==> src/rtl/full_adder_struct_reg.sv <==
// Structural full adder with registered result, valid flag and
// saturating operation / carry statistics counters.

module half_adder (
  input  logic x,
  input  logic y,
  output logic s,
  output logic c
);

  assign s = x ^ y;
  assign c = x & y;

endmodule

module full_adder_struct_reg #(
  parameter int unsigned CNT_W = 8
) (
  input  logic             clk,
  input  logic             rst_n,
  input  logic             a,
  input  logic             b,
  input  logic             cin,
  input  logic             in_valid,
  output logic             sum,
  output logic             cout,
  output logic             sum_q,
  output logic             cout_q,
  output logic             out_valid,
  output logic [CNT_W-1:0] op_count,
  output logic [CNT_W-1:0] carry_count
);

  localparam logic [CNT_W-1:0] CNT_MAX = '1;

  logic p;
  logic g1;
  logic g2;

  half_adder u_ha1 (
    .x (a),
    .y (b),
    .s (p),
    .c (g1)
  );

  half_adder u_ha2 (
    .x (p),
    .y (cin),
    .s (sum),
    .c (g2)
  );

  assign cout = g1 | g2;

  // Reset asserts at once; release is seen only after two clk edges.
  logic rst_s1;
  logic rst_s2;

  always_ff @(posedge clk or negedge rst_n) begin
    if (!rst_n) begin
      rst_s1 <= 1'b0;
      rst_s2 <= 1'b0;
    end else begin
      rst_s1 <= 1'b1;
      rst_s2 <= rst_s1;
    end
  end

  logic accept;
  logic op_sat;
  logic carry_sat;

  assign accept    = in_valid & rst_s2;
  assign op_sat    = (op_count == CNT_MAX);
  assign carry_sat = (carry_count == CNT_MAX);

  always_ff @(posedge clk or negedge rst_n) begin
    if (!rst_n) begin
      sum_q     <= 1'b0;
      cout_q    <= 1'b0;
      out_valid <= 1'b0;
    end else begin
      out_valid <= accept;
      if (accept) begin
        sum_q  <= sum;
        cout_q <= cout;
      end
    end
  end

  always_ff @(posedge clk or negedge rst_n) begin
    if (!rst_n) begin
      op_count    <= '0;
      carry_count <= '0;
    end else if (accept) begin
      if (!op_sat) begin
        op_count <= op_count + 1'b1;
      end
      if (cout && !carry_sat) begin
        carry_count <= carry_count + 1'b1;
      end
    end
  end

endmodule

==> config.mk <==
export PLATFORM = sky130hd
export DESIGN_NAME = full_adder_struct_reg
export DESIGN_NICKNAME = d
export VERILOG_FILES = /design/src/rtl/full_adder_struct_reg.sv
export SDC_FILE = /design/constraint.sdc
export NUM_CORES = 1
export LEC_CHECK = 0
export BUFFER_PORTS_ARGS = -buffer_cell sky130_fd_sc_hd__buf_2
export CORE_ASPECT_RATIO = 2
export CORE_UTILIZATION = 25
export DETAILED_ROUTE_END_ITERATION = 7
export MAX_ROUTING_LAYER = met4
export SETUP_SLACK_MARGIN = 0.4
export SYNTH_ARGS = -nofsm -noshare
export SYNTH_HDL_FRONTEND = slang
export SYNTH_HIERARCHICAL = 1
export SYNTH_SLANG_ARGS = --single-unit
==> constraint.sdc <==
create_clock -name clk -period 2.1 [get_ports clk]
set_clock_uncertainty 0.1 [all_clocks]
set_input_delay 0.21 -clock clk [delete_from_list [all_inputs] [get_ports clk]]
set_output_delay 0.21 -clock clk [all_outputs]
set_load 0.01 [all_outputs]
==> impl_results.md, run 1 <==
- Io pins: 27
- Peak supply drop: 0.6359 mV
- Die span in x: 46.83 um
- CP max FO: 6
- Clock root cell: clkbuf_8
- TNS Setup: 0 ns
- Synth unique cells: 28
- Crit-path max cell delay: around 0.4 ns
- Clk_lat worst skew: 0.25 ns
- DRC violations left: 0
- Detailed-route vias per instance: between 4 and 5
- Crit path kind: reg2reg
- Worst hold margin: 0.2528 ns
- Status: completed
- Row cnt: 32
- EDFF count, synth: 0
- Total clock sinks: 21
- Vias in the first global route: between 700 and 800
- Pwr dens: ~1100 nW/um^2
- Vias: roughly 830
- Seq/Total Area, Yosys: 52.30%
- Post-route ant nets: 0
- Ys async rst share: 100.0%
- Post-layout net count: 134
- Net Count, Synth: just under 100
- Multi-input logic area: a little under 500 um^2
- Antenna violations before repair: 0
- Overflow left after global routing: 0
- CTS buffer count: 3
- Slew Viols, Final: 0
- Commonest cells in the netlist: 21 x dfrtp_1, 7 x nand2_1, 7 x nand3_1
- DP Wirelength: 1599 um
- Max H-tree Level: 1
- Mapped Cells: 87
- Yosys reg bits: 21
- Crit path capture type: register
- Top FF cell, synth: dfrtp_1
- Overall Power: 1.400 mW
- Final Hold Viols: 0
- IO buf count: 26
- CP max-delay cell: dfrtp_1
- CTS tree: yes
- Synthesized area: 1005 um^2
- RSZ-0062 raised after global routing: no
- # fillers: 415
- Top cell type's share of synthesized area: 52.30%
- Share of cells above drive strength 1: a little over two fifths
- Final WL: ~2100 um
- Core Footprint: 3844 um^2
- Register area: 525.5 um^2
- Final Critical Period: 1.605 ns
- Routability cong.: 0.7945
- Startpoint Class: register
- YS warnings: 6
- Fmax: ~620 MHz
- Total GRT Usage: approximately 11%
- Largest cells by area after synthesis: dfrtp_1 52%, mux2_2 6.7%, ha_1 5.0%
- Wire per inst: between 10 and 15 um
- CP Data Required Time: around 2.1 ns
- Die Height: 91.65 um
- Clock Tree Buf Depth: 2
- Die Area: 4292 um^2
- First-pass GRT wire length: 3263 um
- Worst path arrival time: around 1.7 ns
- Reg clk slew, reported paths: 0.07 ns
- First-pass iteration count of the detailed router: 4
- Pin count of the biggest net entering global routing: 22
- Top-count cell post-synth: dfrtp_1
- Number of max-cap violations: 0
- Leak: 0.6372 nW
- Syn Area/Cell: 11.55 um^2
- Endpoints failing setup: 0
- DRC violation total after the first TritonRoute iteration: 12
- N_diodes: 0
- Hold Crit Class: reg2reg
- Crit-path cells: ha_2 -> and2_4 -> nand4_1 -> nand2_1 -> mux2_2
- Area Growth Syn to Fin: 30.64%
- Fin crit share: 76.43%
- Area leader, netlist: dfrtp_1
- Initial Utilization: between 20% and 30%
==> metal layers <==
| layer | routed length [um] | GRT usage (%) |
|---|---|---|
| met5 | 0 | - |
| met4 | 43 | 5.714 |
| met3 | 110 | 1.969 |
| met2 | 1135 | 17.01 |
| met1 | 830 | 12.61 |
==> worst max-delay path, delay by kind of cell (launching register included) <==
kind	cells	cell delay, ns
fa+ha+maj	1	0.21
flops	1	0.40
mux	1	0.33
simple gates	3	0.44
==> state kept, by name, summed over array words and instances, names as in the netlist <==
signal,cells
carry_count,8
sum_q,1
op_count,8
rst_s1,1
out_valid,1
rst_s2,1
cout_q,1
==> layout by cell type, fill, tap and decap left out, drive strengths merged, types with 4 or more instances in the layout <==
| cell type | instances |
|---|---|
| mux2 | 8 |
| nor2 | 4 |
| ha | 4 |
| nand3 | 9 |
| buf | 32 |
| nand2 | 7 |
| dfrtp | 21 |
| a21oi | 5 |
| clkbuf | 4 |
==> metrics by stage <==
stage | utilization [%] | std cells | worst slack (ns) | cell area (um^2)
after floorplan | - | 87 | 0.4006 | 1007
after global placement | 31.15 | 163 | 0.2731 | 1197
after detailed placement | 31.15 | 163 | 0.2502 | 1197
after CTS | 32.62 | 168 | 0.4267 | 1254
after global routing | 34.15 | 174 | 0.3905 | 1313
final | 34.15 | 174 | 0.4951 | 1313
==> area by class of cell <==
class                   instances  area share [%]
flip-flops and latches         21           40.04
multi-input cells              64           37.27
repair buffers                 33           14.11
well taps                      51           4.862
clock buffers                   4           3.432
inverters                       1          0.2860
==> logic make-up after synthesis <==
logic type      share of synthesized area (%)
fa+ha+maj                               4.982
buf+inv                                0.7465
mux                                     9.713
compound gates                          7.970
flops                                   52.30
xor+xnor                                3.488
other cells                            0.3732
simple gates                            20.42
==> timing repair <==
item                                    in CTS  in global routing
setup buffers                                0                  6
hold buffers                                 1                  0
endpoints found under the hold margin       21                  0
resized for setup                            1                  4
endpoints found under the setup margin       1                  3
pin swaps                                    0                  2
==> power by group <==
group	switching (mW)	internal (mW)	total [mW]
registers	0.129	0.513	0.642
clock network	0.120	0.135	0.255
logic	0.234	0.269	0.504
total	0.483	0.917	1.40
==> path summary, 6_finish.rpt <==
path,startpoint,endpoint,slack (ns),depth (start not counted)
setup / recovery,carry_count[0]$_DFFE_PN0P_,carry_count[1]$_DFFE_PN0P_,0.50,5
hold / removal,rst_s1$_DFF_PN0_,rst_s2$_DFF_PN0_,0.25,0
setup reg to reg,carry_count[0]$_DFFE_PN0P_,carry_count[1]$_DFFE_PN0P_,0.50,5
hold reg to reg,rst_s1$_DFF_PN0_,rst_s2$_DFF_PN0_,0.25,0
max in group asynchronous,rst_n,op_count[3]$_DFFE_PN0P_,1.25,2
min in group asynchronous,rst_n,out_valid$_DFF_PN0_,0.34,2
(Power assumes the default switching activity.)
==> run 2: changes to the inputs <==
clock period = 1.49 ns   (was 2.1 ns; I/O delays follow)
==> impl_results.md, run 2 (synthesis results as in run 1) <==
- RSZ-0062 raised after global routing: yes (was no)
- Area Growth Syn to Fin: 105.9% (was 30.64%)
- Fin crit share: 100.6% (was 76.43%)
- Crit-path cells: ha_2 -> and2_4 -> buf_4 -> nand2b_4 -> mux2_4 (was ha_2 -> and2_4 -> nand4_1 -> nand2_1 -> mux2_2)
- First-pass iteration count of the detailed router: 4 (unchanged)
- Core Footprint: 3844 um^2 (unchanged)
- Hold Crit Class: in2reg (was reg2reg)
- Share of cells above drive strength 1: 75.30% (was 43.90%)
- Endpoints failing setup: 2 (was 0)
- Peak supply drop: 0.5462 mV (was 0.6359 mV)
- Pwr dens: 1431 nW/um^2 (was 1067 nW/um^2)
- Final Critical Period: 1.499 ns (was 1.605 ns)
- Family with the most delay on the worst path: flip-flops (was simple AND/OR/NAND/NOR gates)
- Initial Utilization: 26.14% (unchanged)
- DRC violations left: 0 (unchanged)
- Overflow left after global routing: 0 (unchanged)
- Total clock sinks: 21 (unchanged)
- Number of max-cap violations: 0 (unchanged)
- Failing checks: setup timing
- Final WL: 3439 um (was 2119 um)
- # fillers: 325 (was 415)
- Biggest regs: carry_count (8), op_count (8) (unchanged)
- Post-layout net count: 177 (was 134)
- Crit-path max cell delay: 0.40 ns (about the same)
- Vias: 1022 (was 829)
- DRC violation total after the first TritonRoute iteration: 9 (was 12)
- Io pins: 27 (unchanged)
- Die Area: 4292 um^2 (unchanged)
- Crit path buffers/inverters: 1 (was 0)
- CTS tree: yes (unchanged)
- Worst path arrival time: 1.55 ns (was 1.65 ns)
- CP Data Required Time: 1.54 ns (was 2.14 ns)
- Clock Tree Buf Depth: 2 (unchanged)
- Max H-tree Level: 1 (unchanged)
- IO buf count: 26 (unchanged)
- Total GRT Usage: 15.54% (was 10.87%)
- Die span in x: 46.83 um (unchanged)
- Post-route ant nets: 0 (unchanged)
- Startpoint Class: register (unchanged)
- First-pass GRT wire length: 4671 um (was 3263 um)
- Slew Viols, Final: 0 (unchanged)
- Status: finished, violations left (was completed)
- Die Height: 91.65 um (unchanged)
- Pin count of the biggest net entering global routing: 22 (unchanged)
- CP max FO: 4 (was 6)
- Area after DPL: 1451 um^2 (was 1197 um^2)
- Post-route cell area: 2068 um^2 (was 1313 um^2)
- Place WS: -0.2087 ns (was 0.2502 ns)
- Routability cong.: 0.7699 (was 0.7945)
- Leak: 0.9556 nW (was 0.6372 nW)
- Antenna violations before repair: 0 (unchanged)
- Vias in the first global route: 1106 (was 732)
- DP Wirelength: 1988 um (was 1599 um)
- CTS buffer count: 3 (unchanged)
- CP max-delay cell: dfrtp_1 (unchanged)
- Row cnt: 32 (unchanged)
- Crit path capture type: register (unchanged)
- Worst hold margin: 0.1610 ns (was 0.2528 ns)
- Critical Path Stages: 5 (unchanged)
- Clock root cell: clkbuf_8 (unchanged)
- Overall Power: 2.960 mW (was 1.400 mW)
- Clk_lat worst skew: 0.26 ns (was 0.25 ns)
- Most common cell after layout, fill and taps aside: buf_6 (was buf_2)
- Reg clk slew, reported paths: 0.08 ns (was 0.07 ns)
- Worst Slack Setup Final: -0.008933 ns (was 0.4951 ns)
- Final Hold Viols: 0 (unchanged)
- Detailed-route vias per instance: 4.710 (was 4.764)
- Commonest non-fill, non-tap cells in the layout: 42 x buf_6, 23 x buf_4, 18 x dfrtp_1, 9 x buf_2, 8 x mux2_4 (was 26 x buf_2, 21 x dfrtp_1, 7 x nand2_1, 7 x nand3_1)
- Worst r2r path cells: 5 (unchanged)
- Fmax: 667.1 MHz (was 623.1 MHz)
- Wire per inst: 15.85 um (was 12.18 um)
- N_diodes: 0 (unchanged)
- Crit path kind: reg2reg (unchanged)
- Worst Hold Depth: 3 (was 0)
## run 2: changes by cell type in the layout (fill, tap and decap cells not counted), sizes merged
| cell | change |
|---|---|
| buf | +43 |
| clkbuf | -1 |
| clkinv | +1 |
## run 2: metrics by stage
step	cells	utilization, %	TNS, ns
after floorplan	87	-	-0.3459
after global placement	186	37.76	-0.7713
after detailed placement	186	37.76	-1.017
after CTS	209	48.83	0
after global routing	217	53.81	-0.1610
final	217	53.81	-0.01536
## run 2: cell type report
type | count | area, um^2 | share of cell area (%)
clock buffers | 3 | 41.29 | 1.996
clock inverters | 1 | 5.005 | 0.2420
inverters | 1 | 11.26 | 0.5445
multi-input cells | 64 | 696.9 | 33.70
flip-flops and latches | 21 | 529.3 | 25.59
well taps | 51 | 63.81 | 3.085
repair buffers | 76 | 720.7 | 34.85
## run 2: worst register-to-register path, stage by stage (launching register included)
cell,delay [ns]
dfrtp_1,0.40
ha_2,0.20
and2_4,0.15
buf_4,0.15
nand2b_4,0.13
mux2_4,0.26
## run 2: final timing paths
kind,from,end,slack (ns)
worst max-delay path,carry_count[1]$_DFFE_PN0P_,carry_count[7]$_DFFE_PN0P_,-0.009
worst min-delay path,in_valid,out_valid$_DFF_PN0_,0.16
worst max register to register,carry_count[1]$_DFFE_PN0P_,carry_count[7]$_DFFE_PN0P_,-0.009
worst min register to register,rst_s1$_DFF_PN0_,rst_s2$_DFF_PN0_,0.26
max in group asynchronous,rst_n,op_count[3]$_DFFE_PN0P_,0.63
min in group asynchronous,rst_n,cout_q$_DFFE_PN0P_,0.29
## run 2: per-layer routing
metal  GRT usage (%)  wire length [um]  up-vias
met2           28.94              1993       30
met4           7.619                89        0
li1                -                 -      472
met3           1.969               117        8
met1           13.84              1239      512
met5               -                 0        -
## run 2: power by group
part / leakage (nW) / internal [mW] / switching, mW
Sequential: 0.262 / 0.731 / 0.181
Clock: 0.0255 / 0.186 / 0.189
Combinational: 0.668 / 1.05 / 0.625
## run 2: repair_timing
action / CTS / global route
hold buffers: 1 / 0
resized for setup: 47 / 27
gates cloned: 0 / 0
buffers inserted: 18 / 8
pin swaps: 20 / 14
endpoints found under the setup margin: 36 / 36
hold endpoints to repair: 21 / 0
